[src/rtl/seg_pkg.sv]
// Shared constants for the alarm-clock display scanner: active-low segment
// patterns {g,f,e,d,c,b,a}, digit positions and the per-frame snapshot record.
package seg_pkg;

  localparam logic [6:0] SEG_BLANK = 7'b1111111;
  localparam logic [6:0] SEG_DASH  = 7'b0111111;

  localparam logic [9:0][6:0] SEG_DIGITS = {
    7'b0010000,  // 9
    7'b0000000,  // 8
    7'b1111000,  // 7
    7'b0000010,  // 6
    7'b0010010,  // 5
    7'b0011001,  // 4
    7'b0110000,  // 3
    7'b0100100,  // 2
    7'b1111001,  // 1
    7'b1000000   // 0
  };

  typedef enum logic [1:0] {
    DIG_MIN_U  = 2'd0,
    DIG_MIN_T  = 2'd1,
    DIG_HOUR_U = 2'd2,
    DIG_HOUR_T = 2'd3
  } digit_e;

  typedef struct packed {
    logic [13:0] count;
    logic        dp_en;
    logic [3:0]  edit;
  } snap_t;

  function automatic logic [3:0] digit_value(input logic [13:0] cnt, input digit_e idx);
    case (idx)
      DIG_MIN_U:  digit_value = cnt[3:0];
      DIG_MIN_T:  digit_value = {1'b0, cnt[6:4]};
      DIG_HOUR_U: digit_value = cnt[10:7];
      default:    digit_value = {1'b0, cnt[13:11]};
    endcase
  endfunction

endpackage

[src/rtl/seg_display_scan_if.sv]
// Link between the time/alarm counter block (master) and the display
// scanner (slave): packed HH:MM, separator and edit flags in, drive pins out.
interface seg_display_scan_if;
  logic [13:0] count;
  logic        dp_en;
  logic [3:0]  edit;
  logic [3:0]  an;
  logic [6:0]  seg;
  logic        dp;

  modport master (output count, dp_en, edit, input  an, seg, dp);
  modport slave  (input  count, dp_en, edit, output an, seg, dp);
endinterface

[src/rtl/seg_display_scan_bcd_to_seg.sv]
// Combinational BCD to active-low 7-segment decoder; codes above 9 show a dash.
module bcd_to_seg
  import seg_pkg::*;
(
  input  logic [3:0] i_bcd,
  output logic [6:0] o_seg
);

  always_comb begin
    o_seg = SEG_DASH;
    case (i_bcd)
      4'd0:    o_seg = SEG_DIGITS[0];
      4'd1:    o_seg = SEG_DIGITS[1];
      4'd2:    o_seg = SEG_DIGITS[2];
      4'd3:    o_seg = SEG_DIGITS[3];
      4'd4:    o_seg = SEG_DIGITS[4];
      4'd5:    o_seg = SEG_DIGITS[5];
      4'd6:    o_seg = SEG_DIGITS[6];
      4'd7:    o_seg = SEG_DIGITS[7];
      4'd8:    o_seg = SEG_DIGITS[8];
      4'd9:    o_seg = SEG_DIGITS[9];
      default: o_seg = SEG_DASH;
    endcase
  end

endmodule

[src/rtl/seg_display_scan.sv]
// Four-digit common-anode scanner: frame-wide input snapshot, guard time with
// all anodes off at the start of each slot, and blinking of the edited field.
module seg_display_scan
  import seg_pkg::*;
#(
  parameter int CLK_HZ     = 100_000_000,
  parameter int REFRESH_HZ = 250,
  parameter int BLINK_HZ   = 2,
  parameter int GUARD      = 4,
  parameter int LZ_BLANK   = 0
)(
  input  logic clk,
  input  logic rst,
  seg_display_scan_if.slave bus
);

  localparam int SLOT = CLK_HZ / (4 * REFRESH_HZ);
  localparam int HALF = CLK_HZ / (2 * BLINK_HZ);
  localparam int SW   = (SLOT > 1) ? $clog2(SLOT) : 1;
  localparam int BW   = (HALF > 1) ? $clog2(HALF) : 1;
  localparam logic [SW-1:0] SLOT_LAST = SW'(SLOT - 1);
  localparam logic [SW-1:0] GUARD_END = SW'(GUARD);
  localparam logic [BW-1:0] HALF_LAST = BW'(HALF - 1);

  logic [SW-1:0] r_slot;
  digit_e        r_digit;
  logic [BW-1:0] r_blinkCnt;
  logic          r_blankPhase;
  logic          r_first;
  snap_t         r_snap;
  logic [3:0]    r_an;
  logic [6:0]    r_seg;
  logic          r_dp;

  logic       w_slotLast;
  logic       w_frameEnd;
  logic [3:0] w_digitVal;
  logic [6:0] w_segDec;
  logic       w_hourEdit;
  logic       w_minEdit;
  logic       w_blinkBlank;
  logic       w_lzBlank;
  logic [3:0] w_anNext;
  logic [6:0] w_segNext;
  logic       w_dpNext;

  assign w_slotLast = (r_slot == SLOT_LAST);
  assign w_frameEnd = w_slotLast && (r_digit == DIG_HOUR_T);
  assign w_digitVal = digit_value(r_snap.count, r_digit);

  bcd_to_seg u_dec (
    .i_bcd (w_digitVal),
    .o_seg (w_segDec)
  );

  // Blanking rules combine by OR; leading-zero suppression yields to a visible edited hour.
  always_comb begin
    w_hourEdit   = r_snap.edit[3] | r_snap.edit[1];
    w_minEdit    = r_snap.edit[2] | r_snap.edit[0];
    w_blinkBlank = r_blankPhase &&
                   ((r_digit == DIG_HOUR_U || r_digit == DIG_HOUR_T) ? w_hourEdit : w_minEdit);
    w_lzBlank    = (LZ_BLANK != 0) && (r_digit == DIG_HOUR_T) && (w_digitVal == 4'd0) &&
                   !(w_hourEdit && !r_blankPhase);
    w_segNext    = (w_blinkBlank || w_lzBlank) ? SEG_BLANK : w_segDec;
    w_dpNext     = ~((r_digit == DIG_HOUR_U) && r_snap.dp_en && !w_blinkBlank);
    w_anNext     = (r_slot < GUARD_END) ? 4'b1111 : ~(4'b0001 << r_digit);
  end

  always_ff @(posedge clk or negedge rst) begin
    if (!rst) begin
      r_slot       <= '0;
      r_digit      <= DIG_MIN_U;
      r_blinkCnt   <= '0;
      r_blankPhase <= 1'b0;
      r_first      <= 1'b1;
      r_snap       <= '0;
    end else begin
      r_first <= 1'b0;
      if (w_slotLast) begin
        r_slot  <= '0;
        r_digit <= digit_e'(r_digit + 2'd1);
      end else begin
        r_slot <= r_slot + 1'b1;
      end
      if (r_blinkCnt == HALF_LAST) begin
        r_blinkCnt   <= '0;
        r_blankPhase <= ~r_blankPhase;
      end else begin
        r_blinkCnt <= r_blinkCnt + 1'b1;
      end
      // Inputs are only sampled at frame boundaries so a frame never tears.
      if (r_first || w_frameEnd) begin
        r_snap.count <= bus.count;
        r_snap.dp_en <= bus.dp_en;
        r_snap.edit  <= bus.edit;
      end
    end
  end

  always_ff @(posedge clk or negedge rst) begin
    if (!rst) begin
      r_an  <= 4'b1111;
      r_seg <= SEG_BLANK;
      r_dp  <= 1'b1;
    end else begin
      r_an  <= w_anNext;
      r_seg <= w_segNext;
      r_dp  <= w_dpNext;
    end
  end

  assign bus.an  = r_an;
  assign bus.seg = r_seg;
  assign bus.dp  = r_dp;

endmodule

[src/flat_wrapper.sv]
// flat-port wrapper written by rule: the top's interface ports become plain ports
module seg_display_scan_flat import seg_pkg::*;
#(
  parameter int CLK_HZ     = 100_000_000,
  parameter int REFRESH_HZ = 250,
  parameter int BLINK_HZ   = 2,
  parameter int GUARD      = 4,
  parameter int LZ_BLANK   = 0
)
  (clk, rst, bus_count, bus_dp_en, bus_edit, bus_an, bus_seg, bus_dp);
  seg_display_scan_if bus_i ();
  input  logic clk;
  input  logic rst;
  input wire logic [$bits(bus_i.count)-1:0] bus_count;
  input wire logic [$bits(bus_i.dp_en)-1:0] bus_dp_en;
  input wire logic [$bits(bus_i.edit)-1:0] bus_edit;
  output wire logic [$bits(bus_i.an)-1:0] bus_an;
  output wire logic [$bits(bus_i.seg)-1:0] bus_seg;
  output wire logic [$bits(bus_i.dp)-1:0] bus_dp;
  assign bus_i.count = bus_count;
  assign bus_i.dp_en = bus_dp_en;
  assign bus_i.edit = bus_edit;
  assign bus_an = bus_i.an;
  assign bus_seg = bus_i.seg;
  assign bus_dp = bus_i.dp;
  seg_display_scan #(.CLK_HZ(CLK_HZ), .REFRESH_HZ(REFRESH_HZ), .BLINK_HZ(BLINK_HZ), .GUARD(GUARD), .LZ_BLANK(LZ_BLANK)) u_core (.clk(clk), .rst(rst), .bus(bus_i));
endmodule
[config.mk]
export PLATFORM = sky130hd
export DESIGN_NAME = seg_display_scan_flat
export DESIGN_NICKNAME = d
export VERILOG_FILES = /design/src/rtl/seg_pkg.sv /design/src/rtl/seg_display_scan_if.sv /design/src/rtl/seg_display_scan_bcd_to_seg.sv /design/src/rtl/seg_display_scan.sv /design/src/flat_wrapper.sv
export SDC_FILE = /design/constraint.sdc
export NUM_CORES = 1
export LEC_CHECK = 0
export CORE_MARGIN = 3
export CORE_UTILIZATION = 55
export CTS_CLUSTER_SIZE = 30
export DETAILED_ROUTE_END_ITERATION = 16
export PLACE_DENSITY = 0.88
export SLEW_MARGIN = 20
export SYNTH_ARGS = -nofsm -noshare
export SYNTH_HDL_FRONTEND = slang
export SYNTH_SLANG_ARGS = --single-unit
[constraint.sdc]
create_clock -name clk -period 3.5 [get_ports clk]
set_clock_uncertainty 0.1 [all_clocks]
set_input_delay 0.35 -clock clk [delete_from_list [all_inputs] [get_ports clk]]
set_output_delay 0.35 -clock clk [all_outputs]
set_load 0.01 [all_outputs]
==> key figures <==
Clock tree
  • Worst-skew pair later-pin latency: 350 ps
  • Clock sink total: 77
  • Bufs on Longest Clock Path: 2
  • CTS tree: yes
  • # resized after CTS: 0
  • Hold Buf Count CTS: 0
  • H-tree depth: 3
  • Post-CTS Setup Inserts: 0
  • Root buf cell: clkbuf_8
  • Num CTS Buffers: 9
  • Clock-pin transition on the worst setup and hold timing paths: 80 ps

Global routing
  • Largest net degree at the start of global routing: 78
  • GRT met2 Usage: between 30% and 40%
  • Wire length of the first global-routing pass: 12370 microns
  • Met3 usage: under 10%
  • Vias in the first global route: around 2.5k
  • GR Layer Usage met1: 28.10%
  • GRT Total Usage: 21.08%
  • Number of antenna violations at the first check in global routing: 0
  • Grt ovf: 0
  • Global route hottest layer: met2

Finish
  • Leading cell type in the layout, fill and taps excluded: dfrtp_1
  • Antenna diode instance count: 0
  • Storage element area: approximately 2000 sq um
  • Area delta synth->final: 15.61%
  • FILL cells: 474
  • Final net count: 385
  • Final instance area: 4263 sq um
  • Most frequent cells in the layout: dfrtp_1, clkdlybuf4s50_1, nand2_1
  • Share of cells above drive strength 1: 16.39%
  • Area of the multi-input gates: 1650 sq um

Die
  • Die height: between 80 and 90 microns
  • Io pins: 33
  • Die span in x: 87.88 microns
  • Core Area: 6422 sq um
  • Initial Utilization: 57.41%
  • Die ar.: approximately 7700 sq um
  • Site Rows: 29

Worst setup path
  • Setup CP Type: reg2reg
  • CP required: 3630 ps
  • CP arrival: 2650 ps
  • Cell chain of the critical path: ha_1 > and4_1 > and4bb_1 > a21oi_4 > mux2_2
  • Critical Path Source Type: flop
  • Critical path endpoint category: flop
  • Slowest CP cell: a21oi_4
  • Critical path fanouts, max: 19
  • CP peak stage delay: 630 ps

Drt
  • DR iter-0 viols: ~160
  • Routed via count: ~2.6k
  • Via density: 5.961
  • Drt total wl: 7411 microns
  • ANT nets after route: 0
  • Drt pass-1 iters: 4
  • Post-DR wirelength/cell: around 17 microns
  • DRC: 0

Logic synthesis
  • Post-Synthesis Cell Area: 3687 sq um
  • Top post-synthesis cells by area: dfrtp_1, dfstp_2, xnor2_1, mux2_4, ha_1
  • Post-synth EDFFs: 0
  • Mean Syn Cell Area: 11.52 sq um
  • FF+latch count, synth: between 70 and 80
  • Synthesis Warnings: 0
  • Seq/Total Area, Yosys: between 50% and 60%
  • Top cell type's share of synthesized area: 43.43%
  • Net count after synthesis: 350
  • Main synth FF type: dfrtp_1
  • Yosys cell types: 57
  • Synthesized netlist cell count: 320
  • Dominant cell type by area after synthesis: dfrtp_1
  • Async SR Flop Fraction: 100.0%

Timing
  • Crit share post-route: 72.04%
  • Period minus WS final: 2521 ps
  • Tightest Pin Transition: slightly above 900 ps
  • Achievable frequency: just under 0.4 GHz
  • Setup violators final: 0
  • Final hold violation count: 0
  • Setup TNS: 0 ps
  • Final Max Tran Viols: 0
  • RSZ-0062 raised after global routing: false
  • PnR worst setup slack: 978.7 ps
  • Max_slew headroom: 38.31%

Power
  • Maximum vdd drop: between 0.0004 and 0.0005 V
  • Pwr Density: about 430 nW/um^2
  • Pleak: 1.813 nW

Placement
  • Pre-CTS setup slack: 1006 ps
  • Detailed placer's ending HPWL: 5120 microns
  • Instance area after placement: roughly 4000 sq um
  • IO buf count: 32
  • Final estimated routing congestion in global placement: 0.8839

Status
  • Status: finished clean

Min path
  • Worst hold path type: in2async

Flow run
  • Max-Cap Viols: 0
flip-flops by register name, indices dropped and copies added, names as in the netlist:
name	count
u_core.r_first	1
u_core.bus.dp	1
u_core.r_slot	17
u_core.bus.seg	7
u_core.bus.an	4
u_core.r_blankPhase	1
u_core.r_snap	19
u_core.r_blinkCnt	25
u_core.r_digit	2
cells in the mapped netlist, types with 3 or more instances:
cell type and count:
dfrtp_1 64, nand2_1 26, nor2_1 20, xnor2_1 19
dfstp_2 13, nand4_1 13, nand3_1 12, o21ai_0 11
mux2_4 10, xor2_1 10, ha_1 9, mux2_2 9
a21oi_1 8, inv_1 8, or4_1 7, and3_1 6
mux2i_1 6, nor4_1 6, nor3_1 5, or3_1 5
clkbuf_1 4, o31ai_1 4, a22oi_1 3, and4_1 3
through the flow:
| step | utilization (%) | power [mW] | hold slack (ps) | instances |
|---|---|---|---|---|
| 2_1_floorplan | - | 1.044 | -45.59 | 320 |
| 3_3_place_gp | 62.98 | 1.117 | 348.9 | 421 |
| 3_5_place_dp | 62.98 | 1.126 | 378.6 | 421 |
| 4_1_cts | 66.37 | 1.856 | 67.66 | 437 |
| 5_1_grt | 66.37 | 1.914 | 80.02 | 437 |
| 6_report | 66.37 | 1.844 | 9.191 | 437 |
worst max-delay path, delay by kind of cell (launching register included):
| family | cells | cell delay [ps] |
|---|---|---|
| compound gates | 1 | 630 |
| simple gates | 2 | 600 |
| flops | 1 | 410 |
| mux | 1 | 410 |
| fa+ha+maj | 1 | 250 |
where the power goes:
part | total, mW | internal [mW] | switching (mW)
logic | 0.159 | 0.0853 | 0.0738
registers | 0.953 | 0.934 | 0.0186
clock network | 0.732 | 0.420 | 0.312
total | 1.84 | 1.44 | 0.404
worst paths after layout:
check / slack [ps] / start / to / cells past startpoint
worst max-delay path: 980 / u_core.r_slot[0] / u_core.r_snap[15] / 5
worst min-delay path: 9 / rst / u_core.r_blinkCnt[19] / 1
worst max register to register: 980 / u_core.r_slot[0] / u_core.r_snap[15] / 5
worst min register to register: 390 / u_core.r_blinkCnt[19] / u_core.r_blinkCnt[19] / 1
max in group asynchronous: 2650 / rst / u_core.r_slot[13] / 1
min in group clk: 390 / u_core.r_blinkCnt[19] / u_core.r_blinkCnt[19] / 1
cell families (layout without fill, tap and decap cells):
| group | after synthesis | count (layout) | synth area share, % |
|---|---|---|---|
| compound gates | 41 | 41 | 7.499 |
| xor+xnor | 29 | 29 | 6.888 |
| fa+ha+maj | 9 | 9 | 3.054 |
| buf+inv | 17 | 57 | 2.714 |
| flops | 77 | 77 | 52.70 |
| mux | 25 | 25 | 8.449 |
| other cells | 1 | 1 | 0.1017 |
| simple gates | 121 | 121 | 18.60 |
routing by layer:
layer	wire, microns	up-vias
li1	-	1223
met1	3215	1303
met2	3737	66
met3	327	13
met4	131	0
met5	0	-
final cells by class:
cell class	count	share of cell area [%]
tap	77	2.260
multi-input combinational	226	38.71
clock inverter	4	1.702
timing repair buffer	33	7.631
sequential	77	45.58
inverter	8	0.7044
clock buffer	12	3.405
No activity file was read; power rests on OpenSTA's default activity.
